--- config.mk ---
export PLATFORM = sky130hd
export DESIGN_NAME = clock_phase_ctrl_flat
export DESIGN_NICKNAME = d
export VERILOG_FILES = /design/src/rtl/clock_phase_ctrl_pkg.sv /design/src/rtl/clock_phase_ctrl_if.sv /design/src/rtl/clock_phase_ctrl.sv /design/src/flat_wrapper.sv
export SDC_FILE = /design/constraint.sdc
export NUM_CORES = 1
export LEC_CHECK = 0
export CAP_MARGIN = 20
export CORE_MARGIN = 5
export CORE_UTILIZATION = 60
export DETAILED_ROUTE_END_ITERATION = 12
export PLACE_DENSITY = 0.86
export SYNTH_ARGS = -nofsm -noshare
export SYNTH_HDL_FRONTEND = slang
export SYNTH_SLANG_ARGS = --single-unit
--- constraint.sdc ---
create_clock -name clk -period 5.4 [get_ports clk]
set_input_delay 0.81 -clock clk [delete_from_list [all_inputs] [get_ports clk]]
set_output_delay 0.81 -clock clk [all_outputs]
set_load 0.01 [all_outputs]
--- src/rtl/clock_phase_ctrl_pkg.sv ---
`default_nettype none
// ============================================================================
// Module      : clock_phase_ctrl_pkg
// Description : Shared clocking package. Holds the command op codes, the
//               phase-controller state encoding and the datapath widths used
//               by the controller, its command interface and the clock
//               generator that sits beside it.
// Contents    : cmd_op_e      - command op codes (NOP/SETDIV/SHIFT/STRETCH)
//               ctrl_state_e  - controller state encoding
//               DIV_W, CMD_OP_W, CMD_ARG_W, CNT_W, TCNT_W - field widths
//               tcnt_last()   - last timeout count value for a given TIMEOUT
// Revision    : 1.0 - initial release
// ============================================================================
package clock_phase_ctrl_pkg;

  localparam int DIV_W     = 6;   // clock generator divider select width
  localparam int CMD_OP_W  = 2;   // command op code width
  localparam int CMD_ARG_W = 8;   // command argument width
  localparam int CNT_W     = 8;   // SHIFT/STRETCH cycle counter width
  localparam int TCNT_W    = 16;  // sync timeout counter width

  typedef enum logic [CMD_OP_W-1:0] {
    OP_NOP     = 2'd0,
    OP_SETDIV  = 2'd1,
    OP_SHIFT   = 2'd2,
    OP_STRETCH = 2'd3
  } cmd_op_e;

  typedef enum logic [2:0] {
    ST_IDLE      = 3'd0,
    ST_WAIT_SYNC = 3'd1,
    ST_SHIFT     = 3'd2,
    ST_STRETCH   = 3'd3,
    ST_DONE      = 3'd4
  } ctrl_state_e;

  // The timeout counter holds the number of WAIT_SYNC cycles already spent
  // without sync, so the final permitted cycle is the one where it reads
  // TIMEOUT-1.
  function automatic logic [TCNT_W-1:0] tcnt_last(input int unsigned timeout);
    return TCNT_W'(timeout - 1);
  endfunction

endpackage
`default_nettype wire

--- src/rtl/clock_phase_ctrl_if.sv ---
`default_nettype none
// ============================================================================
// Module      : clock_phase_ctrl_if
// Description : Command handshake bundle between a requester and the clock
//               phase controller. A command transfers on a cycle where
//               cmd_valid and cmd_ready are both high; the requester holds
//               cmd_op/cmd_arg stable until then.
// Signals     : cmd_valid - command offered            (master -> slave)
//               cmd_ready - controller accepts this cycle (slave -> master)
//               cmd_op    - op code, see cmd_op_e       (master -> slave)
//               cmd_arg   - SETDIV divider / cycle count (master -> slave)
// Modports    : master - requester side, slave - controller side
// Revision    : 1.0 - initial release
// ============================================================================
interface clock_phase_ctrl_if;
  import clock_phase_ctrl_pkg::*;

  logic                 cmd_valid;
  logic                 cmd_ready;
  logic [CMD_OP_W-1:0]  cmd_op;
  logic [CMD_ARG_W-1:0] cmd_arg;

  modport master (
    output cmd_valid,
    output cmd_op,
    output cmd_arg,
    input  cmd_ready
  );

  modport slave (
    input  cmd_valid,
    input  cmd_op,
    input  cmd_arg,
    output cmd_ready
  );

endinterface
`default_nettype wire

--- src/rtl/clock_phase_ctrl.sv ---
`default_nettype none
// ============================================================================
// Module      : clock_phase_ctrl
// Description : Command-driven phase controller for an external clock
//               generator. Accepts one command at a time and either retunes
//               the divider on the generator's next sync pulse, holds the
//               generator phase for N cycles, or vetoes its state machine for
//               N cycles after the next sync. Waiting for sync is bounded by
//               TIMEOUT cycles; an expired wait raises a sticky error.
// Parameters  : TIMEOUT  - max cycles spent waiting for sync (1..65535)
//               DIV_INIT - clkdiv value after reset
// Ports       : clk      - system clock, rising edge
//               reset    - asynchronous active-high reset
//               cmd      - command handshake (slave modport)
//               sync     - one-cycle sync pulse from the clock generator
//               clkdiv   - registered divider select to the generator
//               shift    - registered phase-hold to the generator
//               stretch  - registered veto to the generator state machine
//               busy     - a command is in progress
//               done     - one-cycle pulse when a command completes/aborts
//               error    - sticky sync-timeout flag, cleared on next accept
// Revision    : 1.0 - initial release
// ============================================================================
module clock_phase_ctrl
  import clock_phase_ctrl_pkg::*;
#(
  parameter int unsigned       TIMEOUT  = 255,
  parameter logic [DIV_W-1:0]  DIV_INIT = 6'd0
) (
  input  logic               clk,
  input  logic               reset,
  clock_phase_ctrl_if.slave  cmd,
  input  logic               sync,
  output logic [DIV_W-1:0]   clkdiv,
  output logic               shift,
  output logic               stretch,
  output logic               busy,
  output logic               done,
  output logic               error
);

  localparam logic [TCNT_W-1:0] c_tcnt_last = tcnt_last(TIMEOUT);

  // --------------------------------------------------------------------------
  // State and datapath registers
  // --------------------------------------------------------------------------
  ctrl_state_e         r_state;
  cmd_op_e             r_op;        // op latched at acceptance
  logic [DIV_W-1:0]    r_div_new;   // SETDIV target, applied only on sync
  logic [CNT_W-1:0]    r_cnt;       // remaining SHIFT/STRETCH cycles
  logic [TCNT_W-1:0]   r_tcnt;      // WAIT_SYNC cycles already elapsed
  logic [DIV_W-1:0]    r_clkdiv;
  logic                r_shift;
  logic                r_stretch;
  logic                r_done;
  logic                r_error;

  // --------------------------------------------------------------------------
  // Next-state values
  // --------------------------------------------------------------------------
  ctrl_state_e         w_state_nxt;
  cmd_op_e             w_op_nxt;
  logic [DIV_W-1:0]    w_div_new_nxt;
  logic [CNT_W-1:0]    w_cnt_nxt;
  logic [TCNT_W-1:0]   w_tcnt_nxt;
  logic [DIV_W-1:0]    w_clkdiv_nxt;
  logic                w_error_nxt;
  cmd_op_e             w_cmd_op;
  logic                w_arg_zero;

  assign w_cmd_op   = cmd_op_e'(cmd.cmd_op);
  assign w_arg_zero = (cmd.cmd_arg == '0);

  // --------------------------------------------------------------------------
  // State register. The generator-facing strobes are registered copies of
  // the next state, so they switch on the same edge as the state itself and
  // can never overlap (SHIFT and STRETCH are exclusive states).
  // --------------------------------------------------------------------------
  always_ff @(posedge clk or posedge reset) begin
    if (reset) begin
      r_state   <= ST_IDLE;
      r_op      <= OP_NOP;
      r_div_new <= '0;
      r_cnt     <= '0;
      r_tcnt    <= '0;
      r_clkdiv  <= DIV_INIT;
      r_shift   <= 1'b0;
      r_stretch <= 1'b0;
      r_done    <= 1'b0;
      r_error   <= 1'b0;
    end else begin
      r_state   <= w_state_nxt;
      r_op      <= w_op_nxt;
      r_div_new <= w_div_new_nxt;
      r_cnt     <= w_cnt_nxt;
      r_tcnt    <= w_tcnt_nxt;
      r_clkdiv  <= w_clkdiv_nxt;
      r_shift   <= (w_state_nxt == ST_SHIFT);
      r_stretch <= (w_state_nxt == ST_STRETCH);
      r_done    <= (w_state_nxt == ST_DONE);
      r_error   <= w_error_nxt;
    end
  end

  // --------------------------------------------------------------------------
  // Next-state / datapath logic
  // --------------------------------------------------------------------------
  always_comb begin
    w_state_nxt   = r_state;
    w_op_nxt      = r_op;
    w_div_new_nxt = r_div_new;
    w_cnt_nxt     = r_cnt;
    w_tcnt_nxt    = r_tcnt;
    w_clkdiv_nxt  = r_clkdiv;
    w_error_nxt   = r_error;

    unique case (r_state)
      ST_IDLE: begin
        if (cmd.cmd_valid) begin
          w_op_nxt      = w_cmd_op;
          w_div_new_nxt = cmd.cmd_arg[DIV_W-1:0];
          w_tcnt_nxt    = '0;
          w_cnt_nxt     = '0;
          w_error_nxt   = 1'b0;
          unique case (w_cmd_op)
            OP_NOP: begin
              w_state_nxt = ST_DONE;
            end
            OP_SETDIV: begin
              w_state_nxt = ST_WAIT_SYNC;
            end
            OP_SHIFT: begin
              // A zero count completes without ever touching the generator.
              w_cnt_nxt   = cmd.cmd_arg;
              w_state_nxt = w_arg_zero ? ST_DONE : ST_SHIFT;
            end
            OP_STRETCH: begin
              // A zero count skips the sync wait as well.
              w_cnt_nxt   = cmd.cmd_arg;
              w_state_nxt = w_arg_zero ? ST_DONE : ST_WAIT_SYNC;
            end
            default: begin
              w_state_nxt = ST_DONE;
            end
          endcase
        end
      end

      ST_WAIT_SYNC: begin
        // Sync takes priority over the timeout, so a sync landing on the
        // very last permitted cycle still counts as a successful wait.
        if (sync) begin
          w_tcnt_nxt = '0;
          if (r_op == OP_STRETCH) begin
            w_state_nxt = ST_STRETCH;
          end else begin
            w_clkdiv_nxt = r_div_new;
            w_state_nxt  = ST_DONE;
          end
        end else if (r_tcnt == c_tcnt_last) begin
          w_tcnt_nxt  = '0;
          w_error_nxt = 1'b1;
          w_state_nxt = ST_DONE;
        end else begin
          w_tcnt_nxt = r_tcnt + 16'd1;
        end
      end

      ST_SHIFT, ST_STRETCH: begin
        // r_cnt counts the strobe cycles still to be spent, including this
        // one; leaving on 1 gives exactly N high cycles.
        if (r_cnt <= 8'd1) begin
          w_cnt_nxt   = '0;
          w_state_nxt = ST_DONE;
        end else begin
          w_cnt_nxt = r_cnt - 8'd1;
        end
      end

      ST_DONE: begin
        w_state_nxt = ST_IDLE;
      end

      default: begin
        w_state_nxt = ST_IDLE;
      end
    endcase
  end

  // --------------------------------------------------------------------------
  // Outputs
  // --------------------------------------------------------------------------
  assign cmd.cmd_ready = (r_state == ST_IDLE);
  assign busy          = (r_state != ST_IDLE);
  assign clkdiv        = r_clkdiv;
  assign shift         = r_shift;
  assign stretch       = r_stretch;
  assign done          = r_done;
  assign error         = r_error;

endmodule
`default_nettype wire

--- src/flat_wrapper.sv ---
// flat-port wrapper written by rule: the top's interface ports become plain ports
module clock_phase_ctrl_flat import clock_phase_ctrl_pkg::*;
#(
  parameter int unsigned       TIMEOUT  = 255,
  parameter logic [DIV_W-1:0]  DIV_INIT = 6'd0
)
  (clk, reset, sync, clkdiv, shift, stretch, busy, done, error, cmd_cmd_valid, cmd_cmd_op, cmd_cmd_arg, cmd_cmd_ready);
  clock_phase_ctrl_if cmd_i ();
  input  logic clk;
  input  logic reset;
  input  logic sync;
  output logic [DIV_W-1:0] clkdiv;
  output logic shift;
  output logic stretch;
  output logic busy;
  output logic done;
  output logic error;
  input wire logic [$bits(cmd_i.cmd_valid)-1:0] cmd_cmd_valid;
  input wire logic [$bits(cmd_i.cmd_op)-1:0] cmd_cmd_op;
  input wire logic [$bits(cmd_i.cmd_arg)-1:0] cmd_cmd_arg;
  output wire logic [$bits(cmd_i.cmd_ready)-1:0] cmd_cmd_ready;
  assign cmd_i.cmd_valid = cmd_cmd_valid;
  assign cmd_i.cmd_op = cmd_cmd_op;
  assign cmd_i.cmd_arg = cmd_cmd_arg;
  assign cmd_cmd_ready = cmd_i.cmd_ready;
  clock_phase_ctrl #(.TIMEOUT(TIMEOUT), .DIV_INIT(DIV_INIT)) u_core (.clk(clk), .reset(reset), .cmd(cmd_i), .sync(sync), .clkdiv(clkdiv), .shift(shift), .stretch(stretch), .busy(busy), .done(done), .error(error));
endmodule
==> results.rst <==
.. list-table::
   :header-rows: 1

   * - Metric
     - Value
   * - Outcome
     - completed
   * - Setup repair after global routing missed its margin
     - false
   * - Highest cell delay on the worst timing path
     - 0.52 ns
   * - Area of the core
     - 0.00369 mm²
   * - Total gr overflow
     - 0
   * - Final worst path period share
     - 0.476
   * - Static leakage
     - 0.00119 µW
   * - Clock-pin transition on the worst setup and hold timing paths
     - about 0.090 ns
   * - Last weighted congestion value of the routability-driven placer
     - 0.844
   * - Footprint of the flip-flops and latches
     - 0.00113 mm²
   * - Share of synthesized area occupied by flip-flops and latches
     - 0.488
   * - Hold path depth
     - 2
   * - Top-Level Pins
     - 26
   * - R2R Path End
     - u_core.shift
   * - Top cells by area in the synthesized netlist
     - dfrtp_1, nand2_1, nor2_1, mux2_2, o21ai_0
   * - Number of inserted filler cells in the final layout
     - 297
   * - Average size of a mapped cell
     - 9.31 µm²
   * - Number of buffers created by CTS
     - 5
   * - Number of library cell types mapped by synthesis
     - 46
   * - Detailed-router iteration count before antenna repair
     - 4
   * - Dpl ws
     - 2.73 ns
   * - Synth Instances
     - around 250
   * - Die extent in x
     - between 70 and 80 µm
   * - Final critical delay including setup and external delays
     - ~2.6 ns
   * - Area share of the largest cell type after synthesis
     - 0.488
   * - Maximum count of clock buffers along a single path
     - 2
   * - Predominant post-synthesis flop cell
     - dfrtp_1
   * - Detailed-route DRC error count
     - 0
   * - Via count of the first global-routing pass
     - 1849
   * - Total power draw
     - 1250 µW
   * - Post-Synthesis Net Count
     - approximately 270
   * - Max Freq
     - approximately 0.39 GHz
   * - Final net count
     - 293
   * - Async set-reset flop share out of synthesis
     - 1.00
   * - Final Setup Violations
     - 0
   * - Global routing usage summed across all routing layers
     - 0.212
   * - Ratio of cells with drive above 1 in the final layout
     - 0.0691
   * - R2R Setup Slk
     - 3.19 ns
   * - Power per Cell Area
     - about 470 mW/mm²
   * - Hold slack
     - 0.475 ns
   * - Sum Neg Setup Slack
     - 0 ns
   * - Aggregate routed wire length
     - slightly above 5 mm
   * - Number of register bits inferred by synthesis
     - 45
   * - ANT cells
     - 0
   * - Area taken by multi-input logic gates
     - roughly 0.0011 mm²
   * - Clock skew
     - 0.0101 ns
   * - Hold_sp
     - u_core.r_op[0]
   * - Worst Setup End Kind
     - primary output
   * - Buffers added on ports
     - 25
   * - CTS sink count
     - 45
   * - Number of enable-type register cells in the synthesized netlist
     - 0
   * - CP required
     - 4.59 ns
   * - CTS-repair resized insts
     - 0
   * - Max-cap viol count
     - 0
   * - Largest net degree at the start of global routing
     - 46
   * - Worst Reg-to-Reg Cells
     - 7
   * - Layout-stage area growth over the synthesis result
     - 16.2%
   * - Class of the worst hold path
     - flip-flop to flip-flop
   * - Number of antenna violations at the first check in global routing
     - 0
   * - Height of the die
     - 72.0 µm
   * - Clk root buf
     - clkbuf_8
   * - Total vias in the final route
     - 1915
   * - Slowest stage cell, crit path
     - clkdlybuf4s50_1
   * - Hold Fails Final Rpt
     - 0
   * - Worst supply voltage drop on vdd
     - 294 µV
   * - Post-layout worst setup margin
     - 2.83 ns
   * - Critical path peak fanout
     - 7
   * - Initial core utilization
     - 0.626
   * - Transition at the pin with the smallest max-transition slack
     - 0.963 ns
   * - CP Data Arrival Time
     - around 1.8 ns
   * - Number of hold buffers added after cts
     - 0
   * - Worst slew slack as a fraction of its limit
     - 0.354
   * - Cell taking the most area after synthesis
     - dfrtp_1
   * - Floorplan row count
     - 22
   * - Post-CTS Setup Inserts
     - 0
   * - Vias per Instance
     - 5.93
   * - Startpoint type of the worst setup path
     - flip-flop
   * - First-iteration detailed-routing DRC count
     - just under 200
   * - Worst-Skew Late Latency
     - 0.30 ns
   * - WL/cell
     - ~16 µm
   * - Yosys warnings
     - 0
   * - H-tree level count
     - 2
   * - Final Slew Violations
     - 0
   * - Combined area of all synthesized cells
     - 0.00231 mm²
   * - Global-route wire length before repair
     - roughly 8.6 mm
   * - Most numerous cell types in the synthesized netlist
     - dfrtp_1, nand2_1, nor2_1
   * - Most frequently used cell type in the post-synthesis netlist
     - dfrtp_1
   * - Count of antenna-violating nets left after detailed routing
     - 0
   * - Critical path start-end classification
     - flip-flop to primary output
   * - RR Startpoint
     - u_core.r_cnt[0]
   * - Cell breakdown of the critical path
     - or3_1, inv_1, clkdlybuf4s50_1
   * - Die area
     - around 0.0052 mm²
   * - Worst-case hold path end point
     - u_core.r_op[0]
   * - Post-DP HPWL
     - 3.70 mm
   * - TritonCTS clock tree
     - built
[critical path: cells and delay by family, from the launching register on]
kind | cells | cell delay [ns]
buf+inv | 2 | 0.59
flops | 1 | 0.44
simple gates | 1 | 0.42
[metrics by stage]
| step | util | area (µm²) | instances |
|---|---|---|---|
| global route | 0.728 | 2680 | 323 |
| CTS | 0.728 | 2680 | 323 |
| floorplan | - | 2310 | 248 |
| finish | 0.728 | 2680 | 323 |
| detailed placement | 0.704 | 2600 | 316 |
| global placement | 0.704 | 2600 | 316 |
[routing by layer]
layer  GRT usage  vias up  wire length [µm]
met2       0.354       38              2600
met1       0.263      934              2170
met5           0        -                 0
met4      0.0898        0               115
li1            -      932                 -
met3      0.0512       11               209
[layout by cell type (no fill, tap or decap), types with 2 or more instances in the layout]
cell / n
a21oi_1: 10
a31oi_1: 7
and2_1: 4
and3_1: 5
and4_1: 2
clkbuf_8: 6
clkdlybuf4s50_1: 25
dfrtp_1: 45
ha_1: 4
inv_1: 8
mux2_2: 6
mux2i_1: 2
nand2_1: 38
nand2b_1: 4
nand3_1: 7
nand4_1: 3
nor2_1: 20
nor2b_1: 4
nor3_1: 7
nor3_2: 2
nor3b_1: 2
nor4_1: 6
o21a_1: 6
o21ai_0: 13
o21ai_1: 7
o31a_1: 2
or3_1: 4
xnor2_1: 4
xor2_1: 2
[registers in the layout, summed over array words and instances (netlist names), 2 cells and up]
name and cells:
u_core.r_tcnt 16, u_core.r_state 3, u_core.r_div_new 6, u_core.r_cnt 8, u_core.clkdiv 6, u_core.r_op 2
[area by class of cell]
| type | instances | share of cell area |
|---|---|---|
| flip-flops and latches | 45 | 0.420 |
| multi-input cells | 188 | 0.417 |
| repair buffers | 26 | 0.0960 |
| clock buffers | 7 | 0.0322 |
| well taps | 48 | 0.0224 |
| inverters | 9 | 0.0126 |
[logic make-up after synthesis]
group | Yosys count | share of synthesized area
xor+xnor | 6 | 0.0228
compound gates | 54 | 0.142
fa+ha+maj | 4 | 0.0217
simple gates | 116 | 0.260
flops | 45 | 0.488
mux | 8 | 0.0379
buf+inv | 15 | 0.0276
[worst max-delay path by stage]
stage | start | to | slack, ns | cells after the start
2_1_floorplan | reset | u_core.clkdiv[0] | 3.53 | 1
3_3_place_gp | cmd_cmd_valid | u_core.shift | 2.82 | 6
3_5_place_dp | cmd_cmd_valid | u_core.r_tcnt[14] | 2.73 | 4
4_1_cts | u_core.r_state[2] | cmd_cmd_ready | 2.83 | 3
5_1_grt | u_core.r_state[2] | cmd_cmd_ready | 2.74 | 3
6_report | u_core.r_state[2] | cmd_cmd_ready | 2.83 | 3
[power breakdown]
part	total (µW)	internal [µW]	switching (µW)
combinational	523	232	291
sequential	517	436	80.8
clock	212	102	110
total	1250	769	482
Power figures use the tool's default switching activity.
